$ cat src/rtl/pulse_load_seq.sv
// pulse_load_seq: a small FIFO of pulse counts that feeds a downstream pulse generator. The
// block keeps a shadow copy of the downstream down-counter. It issues the next queued count
// so that each new burst starts right as the previous one finishes.
//
// Parameters
//   DW  width of a pulse count
//   AW  queue address width; the queue holds 2**AW entries
//
// Ports
//   clk     single clock; all state changes on its rising edge
//   rst_n   asynchronous active-low reset
//   in_vld  upstream count valid
//   in_rdy  queue can accept a count (~full)
//   in_dat  requested pulse count
//   ld_dat  count presented to the pulse generator (0 when lden is low)
//   lden    one-cycle load strobe to the pulse generator
//   busy    queue non-empty or a burst still in progress
//   level   number of queued entries
//
// Configuration
//   PULSE_LOAD_GAP_EN  when defined, a count is issued only once the shadow counter reaches 0.
//                      This puts one idle cycle between consecutive non-zero bursts. By default
//                      issue happens at sh <= 1, so bursts run back to back.

module pulse_load_seq #(
    parameter int unsigned DW = 8,
    parameter int unsigned AW = 2
) (
    input  logic          clk,
    input  logic          rst_n,
    input  logic          in_vld,
    output logic          in_rdy,
    input  logic [DW-1:0] in_dat,
    output logic [DW-1:0] ld_dat,
    output logic          lden,
    output logic          busy,
    output logic [AW:0]   level
);

    localparam int unsigned Depth = 2 ** AW;

    logic [DW-1:0] mem_q [Depth];
    logic [AW-1:0] head_q, head_d;
    logic [AW-1:0] tail_q, tail_d;
    logic [AW:0]   level_q, level_d;
    logic [DW-1:0] sh_q, sh_d;

    logic full;
    logic not_empty;
    logic push;
    logic pop;
    logic issue;

    // in_rdy depends only on the stored level. A pop in the same cycle never frees a slot early.
    assign full      = (level_q == (AW+1)'(Depth));
    assign not_empty = (level_q != '0);
    assign push      = in_vld & ~full;

    // Issue is decided from flops only, so no path exists from in_vld or in_dat to lden.
`ifdef PULSE_LOAD_GAP_EN
    assign issue = not_empty & (sh_q == '0);
`else
    assign issue = not_empty & (sh_q <= DW'(1));
`endif

    assign pop = issue;

    always_comb begin
        head_d  = head_q;
        tail_d  = tail_q;
        level_d = level_q;
        sh_d    = sh_q;

        if (push) begin
            tail_d = tail_q + AW'(1);
        end
        if (pop) begin
            head_d = head_q + AW'(1);
        end

        unique case ({push, pop})
            2'b10:   level_d = level_q + (AW+1)'(1);
            2'b01:   level_d = level_q - (AW+1)'(1);
            default: level_d = level_q;
        endcase

        // Shadow of the downstream counter: load on strobe, otherwise count down to 0.
        if (issue) begin
            sh_d = mem_q[head_q];
        end else if (sh_q != '0) begin
            sh_d = sh_q - DW'(1);
        end
    end

    always_ff @(posedge clk or negedge rst_n) begin
        if (!rst_n) begin
            head_q  <= '0;
            tail_q  <= '0;
            level_q <= '0;
            sh_q    <= '0;
        end else begin
            head_q  <= head_d;
            tail_q  <= tail_d;
            level_q <= level_d;
            sh_q    <= sh_d;
        end
    end

    // Storage needs no reset: a stale entry is never visible because level gates every read.
    always_ff @(posedge clk) begin
        if (push) begin
            mem_q[tail_q] <= in_dat;
        end
    end

    assign in_rdy = ~full;
    assign lden   = issue;
    assign ld_dat = issue ? mem_q[head_q] : '0;
    assign busy   = (sh_q != '0) | not_empty;
    assign level  = level_q;

endmodule

$ cat config.mk
export PLATFORM = sky130hd
export DESIGN_NAME = pulse_load_seq
export DESIGN_NICKNAME = d
export VERILOG_FILES = /design/src/rtl/pulse_load_seq.sv
export SDC_FILE = /design/constraint.sdc
export NUM_CORES = 1
export LEC_CHECK = 0
export ABC_AREA = 0
export ABC_CLOCK_PERIOD_IN_PS = 3900
export CAP_MARGIN = 20
export CORE_UTILIZATION = 35
export DETAILED_ROUTE_END_ITERATION = 7
export SKIP_CTS_REPAIR_TIMING = 1
export SLEW_MARGIN = 30
export SYNTH_ARGS = -nofsm -noshare
export SYNTH_HDL_FRONTEND = slang
export SYNTH_SLANG_ARGS = --single-unit
$ cat constraint.sdc
create_clock -name clk -period 3.9 [get_ports clk]
set_input_delay 0.39 -clock clk [delete_from_list [all_inputs] [get_ports clk]]
set_output_delay 0.39 -clock clk [all_outputs]
set_load 0.01 [all_outputs]
== After elaboration in Yosys (flattened, before gate mapping) ==
Memory sizes are Yosys's and may differ from the RTL's.
Cells that the tools add are included.
W data, S select, Z words.

* $add $sub $neg: 5
* $lt $le $gt $ge: 1
* Equal/unequal tests: 3
* Mux-type cells: 6
* Bitwise operators: 4
* Reductions and logical operators: 4

{| class="wikitable"
|+ Operators by type and width
! operator !! count
|-
| $mux W8 || 3
|-
| $le A8 B1 Y1 const B || 1
|-
| $reduce_bool A8 Y1 || 1
|-
| $sub A8 B1 Y8 const B || 1
|-
| $pmux W3 S2 || 1
|-
| $add A2 B1 Y2 const B || 2
|-
| $reduce_bool A2 Y1 || 2
|-
| $add A3 B1 Y3 const B || 1
|-
| $eq A3 B3 Y1 const B || 1
|-
| $reduce_bool A3 Y1 || 1
|-
| $sub A3 B1 Y3 const B || 1
|-
| $and A1 B1 Y1 || 2
|-
| $eq A2 B1 Y1 const B || 1
|-
| $eq A2 B2 Y1 const B || 1
|-
| $mux W1 || 2
|-
| $not A1 Y1 || 1
|-
| $or A1 B1 Y1 || 1
|}

* Register bits after elaboration: 15
* Memory bits (writable): 32
* Bits of input ports: 11
* Output and inout port bits: 14
* Word-level logic and storage cells: 28
* Memories kept: 1

{| class="wikitable"
|+ Memories
! memory !! words !! bits a word !! read ports !! clocked after memory_dff !! wr ports !! line !! source
|-
| mem_q || 4 || 8 || 1 || 0 || 1 || 42 || <nowiki>logic [DW-1:0] mem_q [Depth];</nowiki>
|}

== Depth between registers and ports, before layout ==
* Depth in word-level cells: 5
* Depth in mapped cells: 13

== Least setup slack after synthesis ==
Ideal clock, no wire load.

* Path type: reg2reg
* Start point: reg sh_q[3]
* End point: reg level_q[2] (netlist: level[2])
* Arrival: 2,430 ps
* Data required time: 3,821 ps
* Slack: 1,391 ps
* Cell stages (with the launch flop): 12
* Clock period less this slack: 2,509 ps
* Path through: dfrtp_1 > nor4_4 > nand3_2 > buf_6 > buf_2 > inv_1 > ha_1 > inv_1 > fa_1 > xor2_1 > nor2_1 > xor2_1

* Word-level cells in the longest chain between the ends: 4

{| class="wikitable"
|+ RTL lines
! what !! line !! source
|-
| start: declaration || 46 || <nowiki>logic [DW-1:0] sh_q, sh_d;</nowiki>
|-
| start signal: assignment || 100 || <nowiki>sh_q <= '0;</nowiki>
|-
| start signal: assignment || 105 || <nowiki>sh_q <= sh_d;</nowiki>
|-
| $le A8 B1 Y1 (*) || 63 || <nowiki>assign issue = not_empty & (sh_q <= DW'(1));</nowiki>
|-
| $and A1 B1 Y1 (*) || 63 ||
|-
| via lden || 35 || <nowiki>output logic lden,</nowiki>
|-
| $eq A2 B1 Y1 or $eq A2 B2 Y1 (tied branches) || 81 || <nowiki>unique case ({push, pop})</nowiki>
|-
| $pmux W3 S2 or $reduce_bool A2 Y1 (tied branches) || -- ||
|-
| end signal: assignment || 104 || <nowiki>level_q <= level_d;</nowiki>
|-
| end: declaration || 45 || <nowiki>logic [AW:0] level_q, level_d;</nowiki>
|}

The timed path passes the listed nets; every way through them passes the cells marked *.
A chain may end at the register's enable or synchronous reset.

== Worst setup path in the final report ==
* Start point: reg sh_q[3]
* End point: out ld_dat[4]

* Word-level cells in the longest chain between the ends: 3

{| class="wikitable"
|+ RTL lines
! what !! line !! source
|-
| $le A8 B1 Y1 || 63 ||
|-
| $and A1 B1 Y1 || 63 ||
|-
| $mux W8 || 118 || <nowiki>assign ld_dat = issue ? mem_q[head_q] : '0;</nowiki>
|-
| end: declaration || 34 || <nowiki>output logic [DW-1:0] ld_dat,</nowiki>
|}

Every way passes these cells.

==> results.py <==
metrics = {
    "outcome": {
        "run_status": "finished, final reports clean",
    },
    "logic_synthesis": {
        "synthesis.instances": 142,
        "synth_area_um2": 2140,
        "synth-seq-cells": 47,
        "synth_cell_types": 38,
        "synth_warnings": 0,
        "synth_seq_area_share_pct": 62.5,
        "synth_nets": 162,
        "syn_area_per_cell_um2": 15.1,
    },
    "layout": {
        "final_area_um2": 2540,
        "final_core_util_pct": 43.0,
        "fillCellCount": 557,
        "antennaDiodeCount": 0,
        "nets": 189,
        "syn2layout_area_growth_pct": 18.9,
        "drive_gt1_share_pct": 12.4,
    },
    "power_and_ir_drop": {
        "leakage_nw": 0.920,
        "power_density_nw_per_um2": 692,
        "vdd_drop_max_mv": 0.245,
    },
    "setup_path": {
        "worstPathMaxFanout": 20,
        "start_kind": "register",
        "crit_required_ns": 3.51,
        "critical_path_class": "register to output port",
        "end_kind": "output port",
        "worstPathArrival_ns": 2.65,
    },
    "die": {
        "io_pins": 25,
        "rows": 28,
        "die_area_um2": 6430,
        "die_h_um": 80.2,
        "die_width_um": 80.2,
        "core_um2": 5920,
        "start_util_pct": 36.1,
    },
    "routing": {
        "via_per_inst": 5.12,
        "routed_wl_um": 3930,
        "dr.pass1.iters": 4,
        "drcViolationCount": 0,
        "ant_nets": 0,
        "num_vias": 1255,
        "first_iter_violations": 39,
        "post_drt_wl_per_cell_um": 16.0,
    },
    "place": {
        "post-dp-hpwl_um": 2800,
        "gp_congestion": 0.738,
        "port_buffers": 24,
        "place_area_um2": 2450,
        "dp_slack_ns": 1.13,
    },
    "sta": {
        "finalWorstPathRequiredPeriod_ns": 3.04,
        "finalHoldViolations": 0,
        "tns_ns": 0,
        "min_period_over_period_pct": 77.9,
        "finalSetupViolCount": 0,
        "skew_ns": 0.00702,
        "worst_pin_slew_ns": 0.697,
        "timing.slew.headroom_pct": 53.4,
        "clock.fmax_mhz": 329,
        "rsz0062_at_grt": "no",
        "slew_violations": 0,
        "setup_ws_ns": 0.861,
    },
    "global_routing": {
        "grt_pass1_wl_um": 6290,
        "antenna_found_initial": 0,
        "grt_pass1_vias": 1334,
        "overflow": 0,
        "grt_max_degree": 21,
        "grt_usage_pct": 13.3,
    },
    "clock_network": {
        "cts_max_level": 2,
        "cts_buffers": 5,
        "root_buffer": "clkbuf_8",
        "clock_path_buffers": 2,
        "clk_latency_ns": 0.30,
        "cts_tree": "yes",
        "clock_sinks": 47,
        "clk_pin_slew_ns": 0.10,
    },
    "worst_hold_path": {
        "hp-class": "primary input to asynchronous set/reset pin",
    },
    "run": {
        "maxCapViolations": 0,
    },
}
==> state kept, by name, summed over array words and instances, names as in the netlist <==
register	count
tail_q	2
sh_q	8
mem_q	32
level	3
head_q	2
==> final timing paths <==
| kind | start | end | slack [ns] | cells past startpoint |
|---|---|---|---|---|
| worst max-delay path | sh_q[3]$_DFFE_PN0P_ | ld_dat[4] | 0.86 | 4 |
| worst min-delay path | rst_n | sh_q[1]$_DFFE_PN0P_ | 0.50 | 1 |
| worst max register to register | sh_q[3]$_DFFE_PN0P_ | level[2]$_DFFE_PN0P_ | 1.12 | 9 |
| worst min register to register | sh_q[1]$_DFFE_PN0P_ | sh_q[1]$_DFFE_PN0P_ | 0.56 | 1 |
| max in group asynchronous | rst_n | tail_q[1]$_DFFE_PN0P_ | 2.96 | 1 |
| min in group clk | sh_q[1]$_DFFE_PN0P_ | sh_q[1]$_DFFE_PN0P_ | 0.56 | 1 |
==> metrics by stage <==
stage	power (mW)	std cells	hold slack, ns
after floorplan	1.26	142	0.0944
after global placement	1.42	237	0.513
after detailed placement	1.46	237	0.534
after CTS	1.78	245	0.524
after global routing	1.87	245	0.553
final	1.76	245	0.496
==> power breakdown <==
part	leakage [nW]	internal [mW]	switching, mW	total, mW
clock network	0.0467	0.133	0.180	0.313
logic	0.401	0.313	0.286	0.599
registers	0.472	0.689	0.161	0.850
total	0.920	1.13	0.627	1.76
==> per-layer routing <==
| layer | up-vias | wire [µm] | share of wire (%) | track usage, % |
|---|---|---|---|---|
| li1 | 583 | - | - | - |
| met1 | 642 | 1690 | 43 | 15.0 |
| met2 | 24 | 2050 | 52 | 24.1 |
| met3 | 6 | 149 | 3.8 | 3.64 |
| met4 | 0 | 41 | 1.0 | 4.29 |
| met5 | - | 0 | 0 | 0 |
==> layout make-up <==
type / count / area (µm²) / share of cell area [%]
Inverter: 11 / 41.3 / 1.62
Clock buffer: 5 / 68.8 / 2.70
Sequential cell: 47 / 1340 / 52.5
Clock inverter: 3 / 27.5 / 1.08
Tap cell: 75 / 93.8 / 3.69
Timing Repair Buffer: 24 / 240 / 9.44
Multi-Input combinational cell: 80 / 737 / 29.0
==> synthesized netlist by cell type <==
| cell | count | area share, % |
|---|---|---|
| a211oi_1 | 4 | 1.4 |
| a221o_1 | 1 | 0.47 |
| a31oi_1 | 1 | 0.29 |
| a32oi_1 | 1 | 0.41 |
| and2_1 | 1 | 0.29 |
| and2b_1 | 1 | 0.35 |
| and3_1 | 4 | 1.2 |
| and4_1 | 1 | 0.41 |
| buf_2 | 2 | 0.47 |
| buf_6 | 1 | 0.53 |
| clkbuf_1 | 1 | 0.18 |
| dfrtp_1 | 15 | 18 |
| edfxtp_1 | 32 | 45 |
| fa_1 | 1 | 0.94 |
| ha_1 | 8 | 4.7 |
| inv_1 | 11 | 1.9 |
| mux2_2 | 2 | 1.1 |
| mux2i_1 | 1 | 0.47 |
| mux4_2 | 8 | 8.4 |
| nand2_1 | 5 | 0.88 |
| nand2b_1 | 1 | 0.29 |
| nand3_1 | 1 | 0.23 |
| nand3_2 | 1 | 0.47 |
| nand4_1 | 2 | 0.58 |
| nor2_1 | 8 | 1.4 |
| nor2_2 | 1 | 0.29 |
| nor2b_1 | 5 | 1.5 |
| nor3_1 | 3 | 0.70 |
| nor4_1 | 1 | 0.29 |
| nor4_4 | 1 | 0.99 |
| o211ai_1 | 1 | 0.35 |
| o21a_1 | 1 | 0.35 |
| o21ai_0 | 1 | 0.23 |
| o22ai_1 | 2 | 0.58 |
| o32a_1 | 1 | 0.47 |
| o32ai_1 | 1 | 0.41 |
| xnor2_1 | 6 | 2.5 |
| xor2_1 | 4 | 1.6 |
==> cell families (layout without fill, tap and decap cells) <==
| logic type | Yosys count | count (layout) | share of synthesized area (%) |
|---|---|---|---|
| flip-flops | 47 | 47 | 62.5 |
| adder cells (fa/ha/maj) | 9 | 9 | 5.61 |
| XOR/XNOR | 10 | 10 | 4.09 |
| buffers and inverters | 15 | 43 | 3.10 |
| multiplexers | 11 | 11 | 9.94 |
| AO/OA/AOI/OAI | 14 | 14 | 4.97 |
| AND/OR/NAND/NOR | 36 | 36 | 9.82 |
==> critical path, stage by stage, from the launching register on <==
cell and delay [ns]:
dfrtp_1 0.48, nor4_4 0.52, nand3_2 0.46, and2b_1 0.36
clkdlybuf4s50_1 0.54
==> placed cells by master (no fill, tap or decap), drive strengths merged, types with 2 or more instances in the layout <==
cell type / synthesis / layout
inv: 11 / 13
dfrtp: 15 / 15
xor2: 4 / 4
mux4: 8 / 8
nor2b: 5 / 5
mux2: 2 / 2
nor3: 3 / 3
nand2: 5 / 5
nor2: 9 / 9
nand4: 2 / 2
edfxtp: 32 / 32
clkbuf: 1 / 5
ha: 8 / 8
o22ai: 2 / 2
xnor2: 6 / 6
and3: 4 / 4
nor4: 2 / 2
clkdlybuf4s50: 0 / 24
a211oi: 4 / 4
nand3: 2 / 2
Power figures use the tool's default switching activity.
